## config.mk

```make
export PLATFORM = sky130hd
export DESIGN_NAME = alu_acc_seq_flat
export DESIGN_NICKNAME = d
export VERILOG_FILES = /design/src/rtl/alu_acc_seq_if.sv /design/src/rtl/alu_acc_seq.sv /design/src/flat_wrapper.sv
export SDC_FILE = /design/constraint.sdc
export NUM_CORES = 1
export LEC_CHECK = 0
export BUFFER_PORTS_ARGS = -buffer_cell sky130_fd_sc_hd__buf_2
export CAP_MARGIN = 20
export CORE_ASPECT_RATIO = 0.6
export CORE_MARGIN = 2
export CORE_UTILIZATION = 50
export DETAILED_ROUTE_END_ITERATION = 10
export GPL_TIMING_DRIVEN = 1
export PLACE_DENSITY = 0.72
export SLEW_MARGIN = 30
export SYNTH_ARGS = -nofsm -noshare
export SYNTH_HDL_FRONTEND = slang
export SYNTH_SLANG_ARGS = --single-unit
```

## constraint.sdc

```tcl
create_clock -name clk -period 8.5 [get_ports clk]
set_input_delay 0 -clock clk [delete_from_list [all_inputs] [get_ports clk]]
set_output_delay 0 -clock clk [all_outputs]
set_load 0.02 [all_outputs]
```

## src/rtl/alu_acc_seq_if.sv

```systemverilog
// Issue/result bus between the instruction decoder and the accumulator ALU.
// The decoder side is the master; the ALU is the slave.
interface alu_acc_seq_if #(
    parameter int WIDTH = 8
);
    logic             op_valid;
    logic             op_ready;
    logic [3:0]       op;
    logic [WIDTH-1:0] in_b;
    logic [WIDTH-1:0] acc;
    logic [WIDTH-1:0] acc_hi;
    logic [3:0]       flags;
    logic             res_valid;

    modport master (
        output op_valid, op, in_b,
        input  op_ready, acc, acc_hi, flags, res_valid
    );

    modport slave (
        input  op_valid, op, in_b,
        output op_ready, acc, acc_hi, flags, res_valid
    );
endinterface

```

## src/rtl/alu_acc_seq.sv

```systemverilog
// Clocked accumulator ALU with registered {N,Z,V,C} flags and an iterative
// shift-and-add unsigned multiplier; ops are issued over a valid/ready handshake.
module alu_acc_seq #(
    parameter int WIDTH  = 8,
    parameter bit MUL_EN = 1'b1
) (
    input  logic         clk,
    input  logic         rst,
    alu_acc_seq_if.slave bus
);
    localparam int CW = $clog2(WIDTH + 1);
    localparam logic [WIDTH-1:0] ZERO_W = {WIDTH{1'b0}};
    localparam logic [CW-1:0]    ONE_C  = {{(CW-1){1'b0}}, 1'b1};

    typedef enum logic [0:0] {
        ST_IDLE = 1'b0,
        ST_MULT = 1'b1
    } state_t;

    state_t           state_r;
    state_t           state_nx_s;
    logic [CW-1:0]    cnt_r;
    logic [WIDTH-1:0] acc_r;
    logic [WIDTH-1:0] acc_hi_r;
    logic [3:0]       flags_r;
    logic             res_valid_r;
    logic             op_ready_r;
    logic [WIDTH-1:0] mcand_r;
    logic [WIDTH-1:0] p_hi_r;
    logic [WIDTH-1:0] p_lo_r;

    logic             accept_s;
    logic             is_mul_s;
    logic             mul_last_s;
    logic [WIDTH:0]   sum_s;
    logic [WIDTH:0]   dif_s;
    logic [WIDTH-1:0] res_s;
    logic             wr_acc_s;
    logic             upd_zn_s;
    logic             c_nx_s;
    logic             v_nx_s;
    logic [WIDTH-1:0] acc_nx_s;
    logic [3:0]       flags_nx_s;
    logic [WIDTH:0]   mul_sum_s;
    logic [WIDTH-1:0] mul_hi_nx_s;
    logic [WIDTH-1:0] mul_lo_nx_s;
    logic [3:0]       mul_flags_s;

    assign accept_s   = bus.op_valid && op_ready_r;
    assign is_mul_s   = accept_s && MUL_EN && (bus.op == 4'b1111);
    assign mul_last_s = (state_r == ST_MULT) && (cnt_r == ONE_C);

    assign bus.op_ready  = op_ready_r;
    assign bus.acc       = acc_r;
    assign bus.acc_hi    = acc_hi_r;
    assign bus.flags     = flags_r;
    assign bus.res_valid = res_valid_r;

    // Single-cycle datapath: next accumulator and flags for the op on the bus.
    always_comb begin
        sum_s    = {1'b0, acc_r} + {1'b0, bus.in_b};
        dif_s    = {1'b0, acc_r} - {1'b0, bus.in_b};
        res_s    = acc_r;
        wr_acc_s = 1'b0;
        upd_zn_s = 1'b0;
        c_nx_s   = flags_r[0];
        v_nx_s   = flags_r[1];
        case (bus.op)
            4'b0001: begin
                res_s = bus.in_b; wr_acc_s = 1'b1; upd_zn_s = 1'b1;
            end
            4'b0010, 4'b0011: begin
                if (bus.op == 4'b0011) begin
                    sum_s = sum_s + {ZERO_W, flags_r[0]};
                end else begin
                    sum_s = sum_s;
                end
                res_s = sum_s[WIDTH-1:0]; wr_acc_s = 1'b1; upd_zn_s = 1'b1;
                c_nx_s = sum_s[WIDTH];
                v_nx_s = (acc_r[WIDTH-1] == bus.in_b[WIDTH-1]) &&
                         (sum_s[WIDTH-1] != acc_r[WIDTH-1]);
            end
            4'b0100, 4'b0101, 4'b1110: begin
                if (bus.op == 4'b0101) begin
                    dif_s = dif_s - {ZERO_W, flags_r[0]};
                end else begin
                    dif_s = dif_s;
                end
                // CMP shares SUB's flags but leaves the accumulator alone
                res_s = dif_s[WIDTH-1:0]; wr_acc_s = (bus.op != 4'b1110); upd_zn_s = 1'b1;
                c_nx_s = dif_s[WIDTH];
                v_nx_s = (acc_r[WIDTH-1] != bus.in_b[WIDTH-1]) &&
                         (dif_s[WIDTH-1] != acc_r[WIDTH-1]);
            end
            4'b0110: begin
                res_s = ~acc_r; wr_acc_s = 1'b1; upd_zn_s = 1'b1; c_nx_s = 1'b0; v_nx_s = 1'b0;
            end
            4'b0111: begin
                res_s = acc_r & bus.in_b; wr_acc_s = 1'b1; upd_zn_s = 1'b1; c_nx_s = 1'b0; v_nx_s = 1'b0;
            end
            4'b1000: begin
                res_s = acc_r | bus.in_b; wr_acc_s = 1'b1; upd_zn_s = 1'b1; c_nx_s = 1'b0; v_nx_s = 1'b0;
            end
            4'b1001: begin
                res_s = acc_r ^ bus.in_b; wr_acc_s = 1'b1; upd_zn_s = 1'b1; c_nx_s = 1'b0; v_nx_s = 1'b0;
            end
            4'b1010: begin
                res_s = {acc_r[WIDTH-2:0], 1'b0}; wr_acc_s = 1'b1; upd_zn_s = 1'b1;
                c_nx_s = acc_r[WIDTH-1]; v_nx_s = 1'b0;
            end
            4'b1011: begin
                res_s = {1'b0, acc_r[WIDTH-1:1]}; wr_acc_s = 1'b1; upd_zn_s = 1'b1;
                c_nx_s = acc_r[0]; v_nx_s = 1'b0;
            end
            4'b1100: begin
                res_s = {acc_r[WIDTH-2:0], flags_r[0]}; wr_acc_s = 1'b1; upd_zn_s = 1'b1;
                c_nx_s = acc_r[WIDTH-1]; v_nx_s = 1'b0;
            end
            4'b1101: begin
                res_s = {flags_r[0], acc_r[WIDTH-1:1]}; wr_acc_s = 1'b1; upd_zn_s = 1'b1;
                c_nx_s = acc_r[0]; v_nx_s = 1'b0;
            end
            default: begin
                res_s = acc_r;
            end
        endcase
        if (wr_acc_s) begin
            acc_nx_s = res_s;
        end else begin
            acc_nx_s = acc_r;
        end
        if (upd_zn_s) begin
            flags_nx_s = {res_s[WIDTH-1], (res_s == ZERO_W), v_nx_s, c_nx_s};
        end else begin
            flags_nx_s = {flags_r[3:2], v_nx_s, c_nx_s};
        end
    end

    // One multiply step: low half starts as the multiplier and shifts product bits in.
    always_comb begin
        if (p_lo_r[0]) begin
            mul_sum_s = {1'b0, p_hi_r} + {1'b0, mcand_r};
        end else begin
            mul_sum_s = {1'b0, p_hi_r};
        end
        mul_hi_nx_s = mul_sum_s[WIDTH:1];
        mul_lo_nx_s = {mul_sum_s[0], p_lo_r[WIDTH-1:1]};
        mul_flags_s = {mul_hi_nx_s[WIDTH-1], ({mul_hi_nx_s, mul_lo_nx_s} == {ZERO_W, ZERO_W}),
                       1'b0, (mul_hi_nx_s != ZERO_W)};
    end

    // FSM next-state decode.
    always_comb begin
        state_nx_s = state_r;
        case (state_r)
            ST_IDLE: begin
                if (is_mul_s) begin
                    state_nx_s = ST_MULT;
                end else begin
                    state_nx_s = ST_IDLE;
                end
            end
            ST_MULT: begin
                if (cnt_r == ONE_C) begin
                    state_nx_s = ST_IDLE;
                end else begin
                    state_nx_s = ST_MULT;
                end
            end
            default: state_nx_s = ST_IDLE;
        endcase
    end

    // FSM state register.
    always_ff @(posedge clk or posedge rst) begin
        if (rst) begin
            state_r <= ST_IDLE;
        end else begin
            state_r <= state_nx_s;
        end
    end

    // Architectural registers and multiplier working registers.
    always_ff @(posedge clk or posedge rst) begin
        if (rst) begin
            acc_r       <= ZERO_W;
            acc_hi_r    <= ZERO_W;
            flags_r     <= 4'b0000;
            res_valid_r <= 1'b0;
            op_ready_r  <= 1'b1;
            cnt_r       <= {CW{1'b0}};
            mcand_r     <= ZERO_W;
            p_hi_r      <= ZERO_W;
            p_lo_r      <= ZERO_W;
        end else begin
            res_valid_r <= 1'b0;
            if (state_r == ST_MULT) begin
                p_hi_r <= mul_hi_nx_s;
                p_lo_r <= mul_lo_nx_s;
                cnt_r  <= cnt_r - ONE_C;
                if (mul_last_s) begin
                    acc_r       <= mul_lo_nx_s;
                    acc_hi_r    <= mul_hi_nx_s;
                    flags_r     <= mul_flags_s;
                    res_valid_r <= 1'b1;
                    op_ready_r  <= 1'b1;
                end
            end else if (is_mul_s) begin
                mcand_r    <= bus.in_b;
                p_lo_r     <= acc_r;
                p_hi_r     <= ZERO_W;
                cnt_r      <= CW'(WIDTH);
                op_ready_r <= 1'b0;
            end else if (accept_s) begin
                acc_r       <= acc_nx_s;
                flags_r     <= flags_nx_s;
                res_valid_r <= 1'b1;
            end
        end
    end
endmodule
```

## src/flat_wrapper.sv

```systemverilog
// flat-port wrapper written by rule: the top's interface ports become plain ports
module alu_acc_seq_flat 
#(
    parameter int WIDTH  = 8,
    parameter bit MUL_EN = 1'b1
)
  (clk, rst, bus_op_valid, bus_op, bus_in_b, bus_op_ready, bus_acc, bus_acc_hi, bus_flags, bus_res_valid);
  alu_acc_seq_if #(.WIDTH(WIDTH)) bus_i ();
  input  logic clk;
  input  logic rst;
  input wire logic [$bits(bus_i.op_valid)-1:0] bus_op_valid;
  input wire logic [$bits(bus_i.op)-1:0] bus_op;
  input wire logic [$bits(bus_i.in_b)-1:0] bus_in_b;
  output wire logic [$bits(bus_i.op_ready)-1:0] bus_op_ready;
  output wire logic [$bits(bus_i.acc)-1:0] bus_acc;
  output wire logic [$bits(bus_i.acc_hi)-1:0] bus_acc_hi;
  output wire logic [$bits(bus_i.flags)-1:0] bus_flags;
  output wire logic [$bits(bus_i.res_valid)-1:0] bus_res_valid;
  assign bus_i.op_valid = bus_op_valid;
  assign bus_i.op = bus_op;
  assign bus_i.in_b = bus_in_b;
  assign bus_op_ready = bus_i.op_ready;
  assign bus_acc = bus_i.acc;
  assign bus_acc_hi = bus_i.acc_hi;
  assign bus_flags = bus_i.flags;
  assign bus_res_valid = bus_i.res_valid;
  alu_acc_seq #(.WIDTH(WIDTH), .MUL_EN(MUL_EN)) u_core (.clk(clk), .rst(rst), .bus(bus_i));
endmodule
```

==> metrics <==
setup TNS 0 ps; Yosys Warn Count 0; clock buffer count from CTS 5; CP endpoint u_core.bus.flags[3]$_DFFE_PP0P_; global-route wire length before repair between 20000 and 25000 um; sequential area share after synthesis 0.264; Synth area leader dfrtp_1; worst reg2reg endpoint u_core.bus.flags[3]$_DFFE_PP0P_; Worst Setup End Kind flop; crit path launch u_core.bus.acc[1]$_DFFE_PP0P_; clk buf depth 2; clock root buffer clkbuf_16; final-report max-slew violation count 0; layout cells sized above 1 0.147; Routed WL 15500 um; initial DRC count ~520; GR Overflow Total 0; largest net degree at the start of global routing 52; Fin Hold WS around 34 ps; reg2reg start u_core.bus.acc[1]$_DFFE_PP0P_; Synth async-reset ratio 1.00; initial antenna violation count 0; Hold Fails Final Rpt 0; P_leak approximately 0.0023 uW; Die ar. between 10000 and 15000 um2; commonest cells after routing, fill and taps aside 72 x nand2_1, 50 x o21ai_0, 50 x nor2_1, 50 x dfrtp_1, 38 x ha_1; number of vias per cell roughly 6.5; #FFs+latches synth 51; Initial Util 0.522; Chip Width approximately 130 um; DP Area ~5000 um2; CP arrival approximately 3900 ps; FF-to-FF path depth 11; status finished, final reports clean; clock skew just under 6 ps; Antenna diodes 0; worst setup path category reg -> reg; headroom to the max-slew limit 0.442; Fmax ~270 MHz; TritonCTS Sinks 51; top post-synthesis cells by area dfrtp_1 26%, ha_1 9.8%, nand2_1 5.6%; worst-path cell chain inv_1, fa_1, xnor2_1, nand4_1, nor2_1, nand4_1, nor3_1, xnor2_1, a221oi_2, or3_1, a31oi_1; # DRC 0; Worst Setup Start Kind flop; H-tree depth 2; DP HPWL roughly 12000 um; NumNets Final about 660; crit path buf inv count 1; Hold Path Origin bus_in_b[2]; Fill cells roughly 900; setup bufs post-CTS 0; First-pass DRT Iterations 5; antenna-violating nets left 0; library cells used by synthesis 89; number of stages on the worst setup path 11; Die Y 80.3 um; critical path's slowest cell dfrtp_1; Least-Margin Pin Slew 837 ps; Primary FF master, synth dfrtp_1; drt wl/cell approximately 21 um; RD Place Congestion ~1.0; commonest non-fill, non-tap cell in the layout nand2_1; CP top delay family simple AND/OR/NAND/NOR gates; row count 27; number of global-route vias before repair 4379; Worst Hold Class in -> reg; clk_lat worst skew roughly 290 ps; RSZ-0062 raised after global routing no; via count 4783; Post-synth EDFFs 0; R2R Setup Slk between 4000 and 5000 ps; area fraction of the dominant cell type after synthesis 0.258; PD cells 370 nW/um2; Worst path max stage delay roughly 530 ps; Peak VDD IR between 0.15 and 0.2 mV; post-CTS resize count 0; Top-Level Pins 37; area grow syn2layout 7.92%; maxcap violations 0; GRT Total Usage 0.298; net count after synthesis 645; Finished Cell Area ~5200 um2; Syn Inst Count a little under 600; core area between 9000 and 10000 um2; Final Critical Period 3680 ps; final setup vio count 0; Post-Syn Area between 4000 and 5000 um2; IO Port Bufs 36; Max FO, Critical Path 8; clk slew on worst S/H paths approximately 70 ps; CTS tree done; Final Cycle Share 0.433; CP required ~8700 ps; syn avg cell area a little over 8 um2
-- flip-flops by register name, indices dropped and copies added (netlist names) --
signal and count:
u_core.cnt_r 4, u_core.bus.res_valid 1, u_core.bus.acc_hi 8, u_core.state_r 1, u_core.bus.op_ready 1, u_core.bus.flags 4
u_core.bus.acc 8, u_core.p_lo_r 8, u_core.mcand_r 8, u_core.p_hi_r 8
-- logic make-up after synthesis --
logic type               after synthesis  synth area share
flip-flops                            51             0.264
AND/OR/NAND/NOR                      202             0.212
XOR/XNOR                              22            0.0428
AO/OA/AOI/OAI                        189             0.268
adder cells (fa/ha/maj)               41             0.110
buffers and inverters                 66            0.0632
multiplexers                          18            0.0403
-- what timing repair did --
action,CTS,global route
hold buffers,1,0
endpoints found under the hold margin,50,0
setup endpoints to repair,0,0
-- area by class of cell --
type | count | area (um2) | area share
repair buffers | 41 | 220 | 0.0421
well taps | 130 | 163 | 0.0311
multi-input cells | 472 | 3260 | 0.624
clock inverters | 2 | 35.0 | 0.00670
clock buffers | 6 | 139 | 0.0265
flip-flops and latches | 51 | 1280 | 0.244
inverters | 35 | 134 | 0.0256
-- stage by stage --
step,total power [uW],utilization,worst slack [ps],instances
2_1_floorplan,1350,-,5290,589
3_3_place_gp,1620,0.543,5160,728
3_5_place_dp,1660,0.543,4950,728
4_1_cts,1910,0.563,4930,737
5_1_grt,2070,0.563,4600,737
6_report,1930,0.563,4820,737
-- Yosys cell counts (3+ instances only) --
cell type and n:
dfrtp_1 50, o22ai_1 3, clkbuf_1 11, a22oi_1 4, or2_2 4, a221oi_1 4
fa_1 3, o31ai_1 6, xnor2_1 12, ha_1 38, nor2_1 50, nand2b_1 8
o21a_1 8, nor3_1 12, nor2b_1 3, mux2_2 12, xor2_1 8, or3_1 5
a211oi_1 10, inv_1 34, o21ai_0 50, nand4_1 5, buf_4 6, a22o_1 5
buf_2 11, mux2i_1 6, nand2_1 72, o221ai_1 4, a31oi_1 16, and2_1 3
o21ai_1 4, a21oi_1 36, buf_6 3, nor4_1 3, nand3_1 8
-- report_power, final --
group          internal, uW  switching [uW]  total [uW]
clock network           147            89.8         236
logic                   474             738        1210
registers               349             137         486
total                   969             965        1930
-- metal layers --
layer  vias up  wire length [um]  track usage  share of wire
li1       2176                 -            -              -
met1      2333              7550        0.451           0.49
met2       255              5810        0.399           0.38
met3        19              1940        0.115           0.13
met4         0               159       0.0467          0.010
met5         -                 0            0              0
-- worst min path at each step --
stage	end	slack, ps	depth (start not counted)
after floorplan	u_core.mcand_r[0]$_DFFE_PP0P_	150	1
after global placement	u_core.bus.acc[1]$_DFFE_PP0P_	320	2
after detailed placement	u_core.bus.acc[1]$_DFFE_PP0P_	130	2
after CTS	u_core.mcand_r[2]$_DFFE_PP0P_	30	2
after global routing	u_core.mcand_r[2]$_DFFE_PP0P_	30	2
final	u_core.mcand_r[2]$_DFFE_PP0P_	30	2
Note: power is estimated with default switching activity, not from simulation.
